`src/rtl/cram_ld_seq_pkg.sv`:
```
// Shared types for the CRAM load sequencer: token structs, FSM states,
// config-word decode and the skid-buffer entry.
package cram_ld_seq_pkg;

    localparam int unsigned WIDTH_DATA = 32;
    localparam int unsigned WIDTH_ADDR = 8;
    localparam int unsigned WIDTH_CNT  = WIDTH_ADDR + 1;
    localparam int unsigned WIDTH_MODE = 2;

    // Config word layout: bit0 decrement, bit1 share, bits3:2 mode.
    localparam int unsigned CFG_BITS      = 4;
    localparam int unsigned CFG_DEC_BIT   = 0;
    localparam int unsigned CFG_SHARE_BIT = 1;
    localparam int unsigned CFG_MODE_LSB  = 2;

    typedef struct packed {
        logic                  v;
        logic                  a;
        logic                  r;
        logic                  c;
        logic [WIDTH_DATA-1:0] d;
    } FTk_t;

    typedef struct packed {
        logic n;
        logic t;
    } BTk_t;

    typedef enum logic [2:0] {
        ST_IDLE,
        ST_CFG,
        ST_LEN,
        ST_STR,
        ST_BASE,
        ST_RUN,
        ST_DRAIN
    } ld_state_e;

    typedef struct packed {
        logic                  dec;
        logic                  share;
        logic [WIDTH_MODE-1:0] mode;
    } cfg_t;

    typedef struct packed {
        logic                  last;
        logic [WIDTH_DATA-1:0] data;
    } skid_ent_t;

    // RAM-flavoured config decode shared with the store sequencer.
    function automatic cfg_t config_dec_ram(input logic [CFG_BITS-1:0] w);
        cfg_t c;
        c.dec   = w[CFG_DEC_BIT];
        c.share = w[CFG_SHARE_BIT];
        c.mode  = w[CFG_MODE_LSB +: WIDTH_MODE];
        return c;
    endfunction

endpackage

```
`src/rtl/cram_ld_seq_skid.sv`:
```
// Two-entry skid FIFO for returning read words; an empty FIFO forwards the
// incoming word straight to the head so an unstalled load costs no extra cycle.
module cram_ld_seq_skid
    import cram_ld_seq_pkg::*;
(
    input  logic      clock,
    input  logic      reset,
    input  logic      push,
    input  skid_ent_t wr_ent,
    input  logic      ready,
    output skid_ent_t head_c,
    output logic      head_valid_c,
    output logic      pop_c,
    output logic [1:0] count,
    output logic      full,
    output logic      empty
);

    skid_ent_t  mem [2];
    logic       rd_ptr;
    logic       wr_ptr;
    logic [1:0] cnt_q;
    logic       store_c;
    logic       drain_c;

    assign count = cnt_q;
    assign full  = (cnt_q == 2'd2);
    assign empty = (cnt_q == 2'd0);

    // Head selection with write-through when nothing is stored.
    always_comb begin
        head_valid_c = !empty || push;
        head_c       = empty ? wr_ent : mem[rd_ptr];
        pop_c        = head_valid_c && ready;
        drain_c      = pop_c && !empty;
        store_c      = push && !(empty && pop_c);
    end

    always_ff @(posedge clock) begin
        if (reset) begin
            mem[0] <= '0;
            mem[1] <= '0;
            rd_ptr <= 1'b0;
            wr_ptr <= 1'b0;
            cnt_q  <= 2'd0;
        end else begin
            if (store_c) begin
                mem[wr_ptr] <= wr_ent;
                wr_ptr      <= ~wr_ptr;
            end
            if (drain_c) begin
                rd_ptr <= ~rd_ptr;
            end
            cnt_q <= cnt_q + 2'(store_c) - 2'(drain_c);
        end
    end

endmodule

```
`src/rtl/cram_ld_seq.sv`:
```
// CRAM load sequencer: takes acquire + config tokens, issues strided RAM reads
// and streams the returned words downstream, tagging the last one as release.
module cram_ld_seq
    import cram_ld_seq_pkg::*;
(
    input  logic                  clock,
    input  logic                  reset,
    input  FTk_t                  I_FTk,
    output BTk_t                  O_BTk,
    output logic                  O_Ld_Req,
    output logic [WIDTH_ADDR-1:0] O_Ld_Addr,
    input  logic [WIDTH_DATA-1:0] I_Ld_Data,
    output FTk_t                  O_FTk,
    input  BTk_t                  I_BTk,
    output logic [WIDTH_MODE-1:0] O_Mode,
    output logic                  O_AccessEnd,
    output logic                  O_Busy
);

    ld_state_e             state_q, state_d;
    logic [WIDTH_MODE-1:0] mode_q, mode_d;
    logic                  dec_q, dec_d;
    logic                  share_q, share_d;
    logic [WIDTH_ADDR-1:0] len_q, len_d;
    logic [WIDTH_ADDR-1:0] stride_q, stride_d;
    logic [WIDTH_ADDR-1:0] addr_q, addr_d;
    logic [WIDTH_CNT-1:0]  cnt_q, cnt_d;
    logic                  inflight_q;
    logic                  inflight_last_q;

    cfg_t                  cfg_c;
    logic                  issue_c;
    logic                  space_c;
    logic                  clear_c;
    logic                  busy_c;
    skid_ent_t             head_c;
    logic                  head_valid_c;
    logic                  pop_c;
    logic [1:0]            fifo_count;
    logic                  fifo_full;
    logic                  fifo_empty;
    logic                  out_valid_c;
    logic                  out_last_c;
    logic                  accept_last_c;
    logic                  unused_c;

    assign unused_c = ^{I_FTk.c, I_FTk.d[WIDTH_DATA-1:WIDTH_ADDR], I_BTk.t, fifo_count};

    // Issue only while stored + in-flight words leave a free FIFO slot.
    assign space_c = fifo_empty || (!fifo_full && !inflight_q);
    assign busy_c  = (state_q == ST_RUN) || (state_q == ST_DRAIN);

    cram_ld_seq_skid u_skid (
        .clock        (clock),
        .reset        (reset),
        .push         (inflight_q && !reset),
        .wr_ent       ({inflight_last_q, I_Ld_Data}),
        .ready        (!I_BTk.n),
        .head_c       (head_c),
        .head_valid_c (head_valid_c),
        .pop_c        (pop_c),
        .count        (fifo_count),
        .full         (fifo_full),
        .empty        (fifo_empty)
    );

    assign out_valid_c   = head_valid_c && !reset;
    assign out_last_c    = out_valid_c && head_c.last;
    assign accept_last_c = out_last_c && pop_c;

    // Next-state, config capture and address/count stepping.
    always_comb begin
        state_d  = state_q;
        mode_d   = mode_q;
        dec_d    = dec_q;
        share_d  = share_q;
        len_d    = len_q;
        stride_d = stride_q;
        addr_d   = addr_q;
        cnt_d    = cnt_q;
        issue_c  = 1'b0;
        clear_c  = 1'b0;
        cfg_c    = config_dec_ram(I_FTk.d[CFG_BITS-1:0]);

        case (state_q)
            ST_IDLE: begin
                if (I_FTk.v && I_FTk.a && !I_FTk.r) begin
                    state_d = ST_CFG;
                end
            end
            ST_CFG: begin
                if (I_FTk.v) begin
                    if (I_FTk.r) begin
                        clear_c = 1'b1;
                    end else begin
                        dec_d   = cfg_c.dec;
                        share_d = cfg_c.share;
                        mode_d  = cfg_c.mode;
                        state_d = ST_LEN;
                    end
                end
            end
            ST_LEN: begin
                if (I_FTk.v) begin
                    if (I_FTk.r) begin
                        clear_c = 1'b1;
                    end else begin
                        len_d   = I_FTk.d[WIDTH_ADDR-1:0];
                        state_d = ST_STR;
                    end
                end
            end
            ST_STR: begin
                if (I_FTk.v) begin
                    if (I_FTk.r) begin
                        clear_c = 1'b1;
                    end else begin
                        stride_d = I_FTk.d[WIDTH_ADDR-1:0];
                        state_d  = ST_BASE;
                    end
                end
            end
            ST_BASE: begin
                if (I_FTk.v) begin
                    if (I_FTk.r) begin
                        clear_c = 1'b1;
                    end else begin
                        addr_d  = I_FTk.d[WIDTH_ADDR-1:0];
                        cnt_d   = WIDTH_CNT'(len_q) + WIDTH_CNT'(share_q) + WIDTH_CNT'(1);
                        state_d = ST_RUN;
                    end
                end
            end
            ST_RUN: begin
                if (!reset && (cnt_q != '0) && space_c) begin
                    issue_c = 1'b1;
                    addr_d  = dec_q ? (addr_q - stride_q) : (addr_q + stride_q);
                    cnt_d   = cnt_q - WIDTH_CNT'(1);
                    if (cnt_q == WIDTH_CNT'(1)) begin
                        state_d = ST_DRAIN;
                    end
                end
            end
            ST_DRAIN: begin
                if (accept_last_c) begin
                    clear_c = 1'b1;
                end
            end
            default: begin
                clear_c = 1'b1;
            end
        endcase

        // Abort and load completion both return to a fully cleared IDLE.
        if (clear_c) begin
            state_d  = ST_IDLE;
            mode_d   = '0;
            dec_d    = 1'b0;
            share_d  = 1'b0;
            len_d    = '0;
            stride_d = '0;
            addr_d   = '0;
            cnt_d    = '0;
        end
    end

    always_ff @(posedge clock) begin
        if (reset) begin
            state_q         <= ST_IDLE;
            mode_q          <= '0;
            dec_q           <= 1'b0;
            share_q         <= 1'b0;
            len_q           <= '0;
            stride_q        <= '0;
            addr_q          <= '0;
            cnt_q           <= '0;
            inflight_q      <= 1'b0;
            inflight_last_q <= 1'b0;
        end else begin
            state_q         <= state_d;
            mode_q          <= mode_d;
            dec_q           <= dec_d;
            share_q         <= share_d;
            len_q           <= len_d;
            stride_q        <= stride_d;
            addr_q          <= addr_d;
            cnt_q           <= cnt_d;
            inflight_q      <= issue_c;
            inflight_last_q <= issue_c && (cnt_q == WIDTH_CNT'(1));
        end
    end

    // Output tokens are driven straight from the FIFO head.
    always_comb begin
        O_FTk   = '0;
        O_FTk.v = out_valid_c;
        O_FTk.a = out_last_c;
        O_FTk.r = out_last_c;
        O_FTk.c = 1'b0;
        O_FTk.d = out_valid_c ? head_c.data : '0;
        O_BTk   = '0;
        O_BTk.n = busy_c;
        O_BTk.t = accept_last_c;
    end

    assign O_Ld_Req    = issue_c;
    assign O_Ld_Addr   = addr_q;
    assign O_Mode      = mode_q;
    assign O_AccessEnd = accept_last_c;
    assign O_Busy      = busy_c;

endmodule

```
`config.mk`:
```
export PLATFORM = sky130hd
export DESIGN_NAME = cram_ld_seq
export DESIGN_NICKNAME = d
export VERILOG_FILES = /design/src/rtl/cram_ld_seq_pkg.sv /design/src/rtl/cram_ld_seq_skid.sv /design/src/rtl/cram_ld_seq.sv
export SDC_FILE = /design/constraint.sdc
export NUM_CORES = 1
export LEC_CHECK = 0
export CAP_MARGIN = 20
export CORE_MARGIN = 2
export CORE_UTILIZATION = 50
export DETAILED_ROUTE_END_ITERATION = 16
export HOLD_SLACK_MARGIN = 0.05
export PLACE_DENSITY_LB_ADDON = 0.08
export RECOVER_POWER = 25
export SLEW_MARGIN = 20
export SYNTH_ARGS = -nofsm -noshare
export SYNTH_HDL_FRONTEND = slang
export SYNTH_SLANG_ARGS = --single-unit
```
`constraint.sdc`:
```
create_clock -name clock -period 3.2 [get_ports clock]
set_input_delay 0.48 -clock clock [delete_from_list [all_inputs] [get_ports clock]]
set_output_delay 0.48 -clock clock [all_outputs]
set_load 0.02 [all_outputs]
```
[Yosys cells after proc, flatten, opt, wreduce, memory -nomap -nowiden]
Memory sizes are Yosys's and may differ from the RTL's. A register that Yosys moved wholly into a read port is not among the register bits.
Index checks and enable logic that the tools add are counted.
Storage, ports and cells
  memories: 1
  flip-flop bits (word level): 46
  memory bits (writable): 66
  output and inout port bits: 51
Memories
  u_skid.mem: words 2, width 33, read ports 1, clocked after Yosys merged registers in 1, wr ports 2, line cram_ld_seq_skid.sv:19  | skid_ent_t mem [2];
Operators by class
  mux-type cells: 39
  add/subtract/negate cells: 7
  bitwise operators: 3
  reductions and logical operators: 38
  equal/unequal tests: 19
Operators with widths (count)
  33-bit two-way mux: 2
  3-bit two-way mux: 11
  33-bit OR reduction: 1
  32-bit two-way mux: 1
  8-bit two-way mux: 4
  9-bit two-way mux: 3
  2-bit inequality test, second input constant: 9
  3-bit one-hot mux with 6 select lines: 1
  9-bit one-hot mux with 2 select lines: 1
  8-bit one-hot mux with 2 select lines: 1
  1-bit logical AND: 14
  1-bit two-way mux: 14
  12-bit AND reduction: 1
  8-bit by 1-bit adder with 9-bit output: 1
  9-bit by 1-bit adder with 9-bit output, second input constant: 1
  3-bit == test, second input constant: 3
  9-bit by 1-bit == test with 1-bit output, second input constant: 1
  3-bit AND reduction: 3
  9-bit nonzero test: 1
  9-bit by 1-bit subtractor with 9-bit output, second input constant: 1
  8-bit adder: 1
  8-bit subtractor: 1
  1-bit zero test: 7
  3-bit by 2-bit == test with 1-bit output, second input constant: 2
  15 further kinds: 21

[Longest topological paths before layout]
Gate-level depths: netlist of the first run.
  depth in word-level cells: 12
  gate-level depth with buffers: 11
  gate-level depth less buffers: 11

[By module]
Synthesis of the first run repeated with hierarchy kept, for this count alone.
Second synthesis, totals
  cells, all modules: 648
  area total of the unflattened synthesis: 6459.9 µm²
By module, submodules not included
  cram_ld_seq_skid: area an instance 3465.8 µm², cells each 279, times used 1, seq. area each 2082.0 µm²
  cram_ld_seq: area an instance 2994.1 µm², cells each 369, times used 1, seq. area each 840.8 µm²

[Least setup slack after synthesis of the first run]
No wires, ideal clock.
  kind: flip-flop to flip-flop
  start point: register u_skid.cnt_q[0], in the netlist u_skid.count[0]
  end point: memory u_skid.mem[1][0] (netlist name) (enable)
  data arrival time: 1.981 ns
  setup slack: 0.830 ns
  required time: 2.811 ns
  buffers on the path: 2
  setup time: 0.389 ns
  stages on the path, launching flop included: 7
  path through: dfxtp_1 -> or2_1 -> buf_6 -> nor2_1 -> nor3b_2 -> clkbuf_1 -> a21o_1
RTL lines
  start: declaration: line cram_ld_seq_skid.sv:22  | logic [1:0] cnt_q;
  start signal: assignment: line cram_ld_seq_skid.sv:54  | cnt_q <= cnt_q + 2'(store_c) - 2'(drain_c);
  end: declaration: line cram_ld_seq_skid.sv:19

[Worst setup path after layout of the first run]
  start point: register u_skid.cnt_q[1], in the netlist u_skid.count[1]
  end point: output O_AccessEnd
Between the ends
  word-level cells in the longest chain between the ends: 6
  elaborated cells on any way between the ends: 8
  those cells by class: 1 x mux; 7 x reduce/logical
Ends and longest elaborated chain
  2-bit zero test (*): line cram_ld_seq_skid.sv:28  | assign empty = (cnt_q == 2'd0);
  1-bit zero test: line cram_ld_seq_skid.sv:32  | head_valid_c = !empty || push;
  1-bit logical OR: line cram_ld_seq_skid.sv:32
  1-bit logical AND: line cram_ld_seq.sv:67  | assign out_valid_c = head_valid_c && !reset;
  1-bit logical AND: line cram_ld_seq.sv:68  | assign out_last_c = out_valid_c && head_c.last;
  1-bit logical AND (*): line cram_ld_seq.sv:69  | assign accept_last_c = out_last_c && pop_c;
  end: declaration: line cram_ld_seq.sv:16  | output logic O_AccessEnd,
Every way passes the cells marked *; elsewhere a longest branch is shown, timed or not.

==> results of run 1 <==
## power by group
group	leakage (nW)	switching (W)	internal (W)	total, W
clock network	0.270	0.000645	0.00107	0.00172
logic	1.69	0.000321	0.000237	0.000559
registers	1.06	0.0000314	0.00158	0.00161
total	3.02	0.000998	0.00289	0.00389
## cells by family after synthesis
group | synth area share, %
xor+xnor | 3.10
mux | 8.77
fa+ha+maj | 3.94
compound gates | 13.1
flops | 47.0
other cells | 0.0603
simple gates | 18.7
buf+inv | 5.41
## final cells by class
type / instances / share of cell area, %
inverter: 23 / 1.10
clock buffer: 20 / 5.72
multi-input combinational: 436 / 38.1
sequential: 113 / 37.4
clock inverter: 12 / 1.18
tap: 168 / 2.69
timing repair buffer: 109 / 13.8
## layer usage
metal | up-vias | GRT usage (%) | part of all wire, %
met3 | 18 | 4.76 | 4.8
met1 | 2305 | 26.3 | 44
li1 | 2389 | - | -
met5 | - | 0 | 0
met4 | 0 | 10.8 | 1.8
met2 | 126 | 38.0 | 50
## state kept, by name (all words and copies together) (netlist names), named ones only
signal and cells:
u_skid.mem 66, inflight_q 1, len_q 8, O_Ld_Addr 8, u_skid.rd_ptr 1, stride_q 8, O_Mode 2, u_skid.wr_ptr 1
dec_q 1, inflight_last_q 1, u_skid.count 2, state_q 3, share_q 1, cnt_q 9
## placed cells by master (no fill, tap or decap), types with 7 or more instances in the layout
cell type        synthesis  layout
ha_1                    18      18
buf_4                   11      11
and3_1                  35      35
nand2_1                 27      27
inv_1                   22      22
nor2_1                  84      84
clkinv_2                 0       7
clkdlybuf4s50_1          0      84
dlygate4sd3_1            0      11
and2_1                  33      33
a21oi_1                 22      22
xnor2_1                 16      16
a211oi_1                35      35
mux2i_1                 53      53
nor3_1                  11      10
clkbuf_16                0      17
o21ai_0                 16      16
edfxtp_1                66      66
dfxtp_1                 47      46
## worst register-to-register path, delay by kind of cell (launching register included)
| family | cells | cell delay [ns] |
|---|---|---|
| DFF | 1 | 0.36 |
| and+or+nand+nor | 5 | 1.11 |
| buffers and inverters | 1 | 0.96 |
## metrics by stage
step	hold slack, ns	power, W	cells	cell area, µm²
floorplan	0.457	0.00198	618	6220
global placement	0.454	0.00218	849	7280
detailed placement	0.463	0.00220	849	7280
CTS	0.473	0.00392	881	7820
global route	0.506	0.00403	881	7820
finish	0.474	0.00389	881	7820
## synthesized netlist by cell type, types with 2 or more instances
cell type | count | share of area, %
buf_6 | 3 | 0.54
a211oi_2 | 3 | 0.60
nand2_1 | 27 | 1.6
a311oi_2 | 3 | 0.72
nand3_1 | 6 | 0.48
o21a_1 | 3 | 0.36
nor2_1 | 84 | 5.1
xnor2_1 | 16 | 2.3
dfxtp_1 | 47 | 15
a31oi_1 | 6 | 0.60
o21ai_0 | 16 | 1.3
nor3_1 | 11 | 0.88
o211ai_1 | 6 | 0.72
mux2i_1 | 53 | 8.5
or3_1 | 2 | 0.20
xor2_1 | 6 | 0.84
clkbuf_1 | 14 | 0.84
nor3_2 | 2 | 0.32
o22ai_1 | 2 | 0.20
a211oi_1 | 35 | 4.2
inv_1 | 22 | 1.3
a22oi_1 | 2 | 0.24
a21o_1 | 3 | 0.36
nor2b_1 | 3 | 0.30
nand2b_1 | 6 | 0.60
edfxtp_1 | 66 | 32
ha_1 | 18 | 3.6
o311ai_1 | 2 | 0.28
a21oi_1 | 22 | 1.8
buf_2 | 11 | 0.88
buf_1 | 7 | 0.42
nand4_1 | 4 | 0.40
nand3b_1 | 3 | 0.36
buf_4 | 11 | 1.3
and3_1 | 35 | 3.5
and2_1 | 33 | 3.3
## final timing paths
path | start | endpoint | slack (ns)
max | u_skid.count[1] | O_AccessEnd | 0.21
min | O_Ld_Addr[0] | O_Ld_Addr[0] | 0.47
max reg2reg | u_skid.count[1] | u_skid.mem[0][5] | 0.63
min reg2reg | O_Ld_Addr[0] | O_Ld_Addr[0] | 0.47
==> impl_metrics.py, run 1 <==
metrics = {
    "outcome": {
        "status": "completed",
    },
    "cells_and_area": {
        "nFillCells": 967,
        "finalNetCount": 791,
        "drive_above_1_share_pct": 9.26,
        "multiInputGateArea_um2": 2980,
        "syn_to_final_growth_pct": 25.6,
        "antenna_cells": 0,
        "final_core_util_pct": 64.8,
        "ff_latch_area_um2": 2920,
    },
    "power_and_ir_drop": {
        "peakVddDrop_mv": 0.281,
        "p_leak_nw": 3.02,
        "powerDensity_nw_per_um2": 497,
    },
    "die": {
        "fp-row-count": 40,
        "io_pins": 123,
        "core_um2": 12100,
        "die_y_um": 116,
        "start_util_pct": 51.6,
        "fp.dieArea_um2": 13400,
        "die_width_um": 116,
    },
    "routing": {
        "wirelength_mm": 14.3,
        "post_drt_wl_per_cell_um": 16.2,
        "ant_nets": 0,
        "dr.pass1.iters": 5,
        "num_vias": 4838,
        "dr.first_iter.drc_count": 261,
        "drc_errors": 0,
        "drt-vias-per-instance": 5.49,
    },
    "sta": {
        "tightest_slew_ns": 1.32,
        "timing.final.crit_share_pct": 93.3,
        "fin_crit_ns": 2.99,
        "slew_headroom_pct": 12.1,
        "slew_violations": 0,
        "fin_skew_ns": 0.00575,
        "fin_ws_ns": 0.214,
        "clock.fmax_ghz": 0.335,
        "setup_tns_ns": 0,
        "hold_viol": 0,
        "rsz0062_at_grt": "false",
        "finalSetupViolCount": 0,
    },
    "yosys": {
        "ys_ff_latch": 113,
        "synth-edff-count": 66,
        "synthDistinctLibCells": 61,
        "postSynthAreaPerCell_um2": 10.1,
        "yosys_warnings": 0,
        "synth-main-ff-cell": "edfxtp_1",
        "synth_nets": 709,
        "netlist_instances": 618,
        "syn_area_um2": 6220,
        "async_reset_ff_share_pct": 0,
        "ys_seq_area_share_pct": 47.0,
    },
    "setup_path": {
        "critPathMaxFanout": 53,
        "end_kind": "primary output",
        "crit_required_ns": 2.72,
        "path_buf_inv": 2,
        "critPathKind": "flip-flop to primary output",
        "slowest_stage": "clkdlybuf4s50_1",
        "path_depth": 5,
        "reg2regPathDepth": 6,
        "critical-path-max-stage-delay_ns": 0.66,
        "setup.worst_path.start_class": "flip-flop",
        "critPathTopFamily": "buffers and inverters",
        "crit_chain": "or2_2, buf_12, nand2_1, a211oi_2, clkdlybuf4s50_1",
        "worstPathArrival_ns": 2.51,
    },
    "clocking": {
        "hold_buffers": 0,
        "cts_sinks": 113,
        "cts_buffers": 17,
        "clkSlewWorstSetupHoldPaths_ns": 0.05,
        "tritoncts": "built",
        "cts_resized": 0,
        "cts-root-buf": "clkbuf_16",
        "cts.htree.levels": 4,
        "clockBufferDepth": 2,
        "post-cts-setup-buffers": 0,
        "clock_latency_ns": 0.41,
    },
    "flow_run": {
        "max-cap-violations": 0,
    },
    "min_path": {
        "hold_path_class": "flip-flop to flip-flop",
        "hold_depth": 2,
    },
    "grt": {
        "grt_pass1_wl_mm": 22.9,
        "grt_overflow_total": 0,
        "track_usage_pct": 22.1,
        "grt_max_degree": 54,
        "grt_pass1_vias": 4730,
        "antenna_found_initial": 0,
    },
    "place": {
        "dp.final_hpwl_mm": 9.25,
        "pre_cts_ws_ns": 0.324,
        "gp_congestion": 0.799,
        "io_buffer_count": 95,
    },
}
Note: power is estimated with default switching activity, not from simulation.
==> inputs of run 2 (changes only) <==
- REMOVE_ABC_BUFFERS: unset -> 1
==> impl_metrics.py, run 2 (synthesis gave the netlist of run 1 again) <==
metrics = {
    "outcome": {
        "status": "completed",
    },
    "die": {
        "die_y_um": 116,
        "start_util_pct": 51.6,
        "core_um2": 12100,
        "fp-row-count": 40,
        "die_width_um": 116,
        "fp.dieArea_um2": 13400,
        "io_pins": 123,
    },
    "cells_and_area": {
        "syn_to_final_growth_pct": 25.1,
        "nFillCells": 1003,
        "largest_register_ffs": 66,
        "finalNetCount": 791,
        "antenna_cells": 0,
        "drive_above_1_share_pct": 7.85,
        "final_cell_mix": "nor2_1 (84), clkdlybuf4s50_1 (84), edfxtp_1 (66)",
        "top_register": "u_skid.mem",
        "reg_top3": "u_skid.mem (66), cnt_q (9)",
    },
    "sta": {
        "finalSetupViolCount": 0,
        "slew_violations": 0,
        "clock.fmax_ghz": 0.331,
        "hold_viol": 0,
        "fin_skew_ns": 0.0113,
        "slew_headroom_pct": 11.6,
        "timing.final.crit_share_pct": 94.4,
        "rsz0062_at_grt": "false",
        "tightest_slew_ns": 1.33,
        "setup_tns_ns": 0,
        "fin_crit_ns": 3.02,
        "holdWs_ns": 0.478,
    },
    "routing": {
        "post_drt_wl_per_cell_um": 15.9,
        "drc_errors": 0,
        "ant_nets": 0,
        "dr.first_iter.drc_count": 301,
        "drt-vias-per-instance": 5.53,
        "num_vias": 4874,
        "dr.pass1.iters": 5,
        "wirelength_mm": 14.0,
    },
    "power_and_ir_drop": {
        "internal-power_w": 0.00284,
        "switchingPower_w": 0.000946,
        "p_leak_nw": 3.00,
        "combPwrFrac_pct": 14.8,
        "pwr-share-seq_pct": 42.4,
        "p_sw_share_pct": 25.0,
        "peakVddDrop_mv": 0.312,
        "powerDensity_nw_per_um2": 487,
        "total_power_w": 0.00379,
        "clock_power_share_pct": 42.9,
    },
    "grt": {
        "grt_pass1_vias": 4715,
        "grt_pass1_wl_mm": 22.6,
        "grt_max_degree": 69,
        "grt_overflow_total": 0,
        "track_usage_pct": 21.7,
        "antenna_found_initial": 0,
    },
    "clocking": {
        "hold_buffers": 0,
        "cts_resized": 0,
        "cts.htree.levels": 4,
        "cts_sinks": 113,
        "cts-root-buf": "clkbuf_16",
        "clkSlewWorstSetupHoldPaths_ns": 0.05,
        "clock_latency_ns": 0.41,
        "tritoncts": "built",
        "cts_buffers": 17,
        "clockBufferDepth": 2,
        "post-cts-setup-buffers": 0,
    },
    "setup_path": {
        "critical-path-max-stage-delay_ns": 0.59,
        "critPathKind": "flip-flop to primary output",
        "slowest_stage": "o21bai_2",
        "worstPathArrival_ns": 2.54,
        "critPathMaxFanout": 22,
        "r2r-start": "u_skid.count[0]",
        "reg2regPathDepth": 7,
        "setup.worst_path.start_class": "flip-flop",
        "r2r_slack_ns": 0.50,
        "reg2reg_to": "u_skid.mem[0][7]",
        "end_kind": "primary output",
        "crit_chain": "or2_2, o21bai_2, buf_12, a211oi_1, clkdlybuf4s50_1",
        "crit_required_ns": 2.72,
    },
    "place": {
        "io_buffer_count": 95,
        "gp_congestion": 0.785,
        "dp.final_hpwl_mm": 9.21,
    },
    "min_path": {
        "min_to": "O_Ld_Addr[0]",
        "hold_depth": 2,
        "hold_start": "O_Ld_Addr[0]",
        "hold_path_class": "flip-flop to flip-flop",
    },
    "flow_run": {
        "max-cap-violations": 0,
    },
}
==> run 2: final cells by class <==
type	instances	area, µm²	share of cell area [%]
multi-input combinational	436	2970	38.1
inverter	23	86.3	1.11
sequential	113	2920	37.6
clock buffer	30	494	6.35
tap	168	210	2.70
clock inverter	2	10.0	0.129
timing repair buffer	109	1090	14.0
==> run 2: worst max-delay path, delay by kind of cell, from the launching register on <==
kind,cells,cell delay [ns]
flops,1,0.33
simple gates,1,0.34
buf+inv,2,0.80
compound gates,2,0.65
==> run 2: power by group through the flow <==
| stage | sequential, W | combinational [W] | clock, W |
|---|---|---|---|
| 3_5_place_dp | 0.00163 | 0.000565 | 0 |
| 3_3_place_gp | 0.00163 | 0.000557 | 0 |
| 6_report | 0.00161 | 0.000559 | 0.00162 |
| 4_1_cts | 0.00161 | 0.000569 | 0.00164 |
| 5_1_grt | 0.00161 | 0.000613 | 0.00172 |
| 2_1_floorplan | 0.00164 | 0.000304 | 0 |
==> run 2: worst max path at each step <==
stage	from	endpoint	slack (ns)	cells past startpoint
after global placement	reset	O_FTk[31]	0.32	5
after global routing	u_skid.count[0]	O_FTk[21]	0.05	5
after CTS	u_skid.count[0]	O_FTk[24]	0.15	5
after detailed placement	reset	O_FTk[21]	0.32	5
after floorplan	u_skid.count[1]	u_skid.mem[0][0]	-0.80	5
final	u_skid.count[0]	O_FTk[21]	0.18	5
==> run 2: stage by stage <==
step	utilization (%)	instances	worst slack, ns	area [µm²]
2_1_floorplan	-	572	-0.805	5970
3_3_place_gp	60.5	849	0.323	7290
3_5_place_dp	60.5	849	0.320	7290
4_1_cts	64.6	881	0.148	7800
5_1_grt	64.5	881	0.0490	7780
6_report	64.5	881	0.178	7780
==> run 2: metal layers <==
| metal | routed length (µm) | GRT usage (%) | part of all wire [%] | vias to the layer above |
|---|---|---|---|---|
| li1 | - | - | - | 2387 |
| met1 | 6020 | 25.7 | 43 | 2356 |
| met2 | 7260 | 38.9 | 52 | 120 |
| met3 | 647 | 5.65 | 4.6 | 11 |
| met4 | 121 | 6.43 | 0.86 | 0 |
| met5 | 0 | 0 | 0 | - |
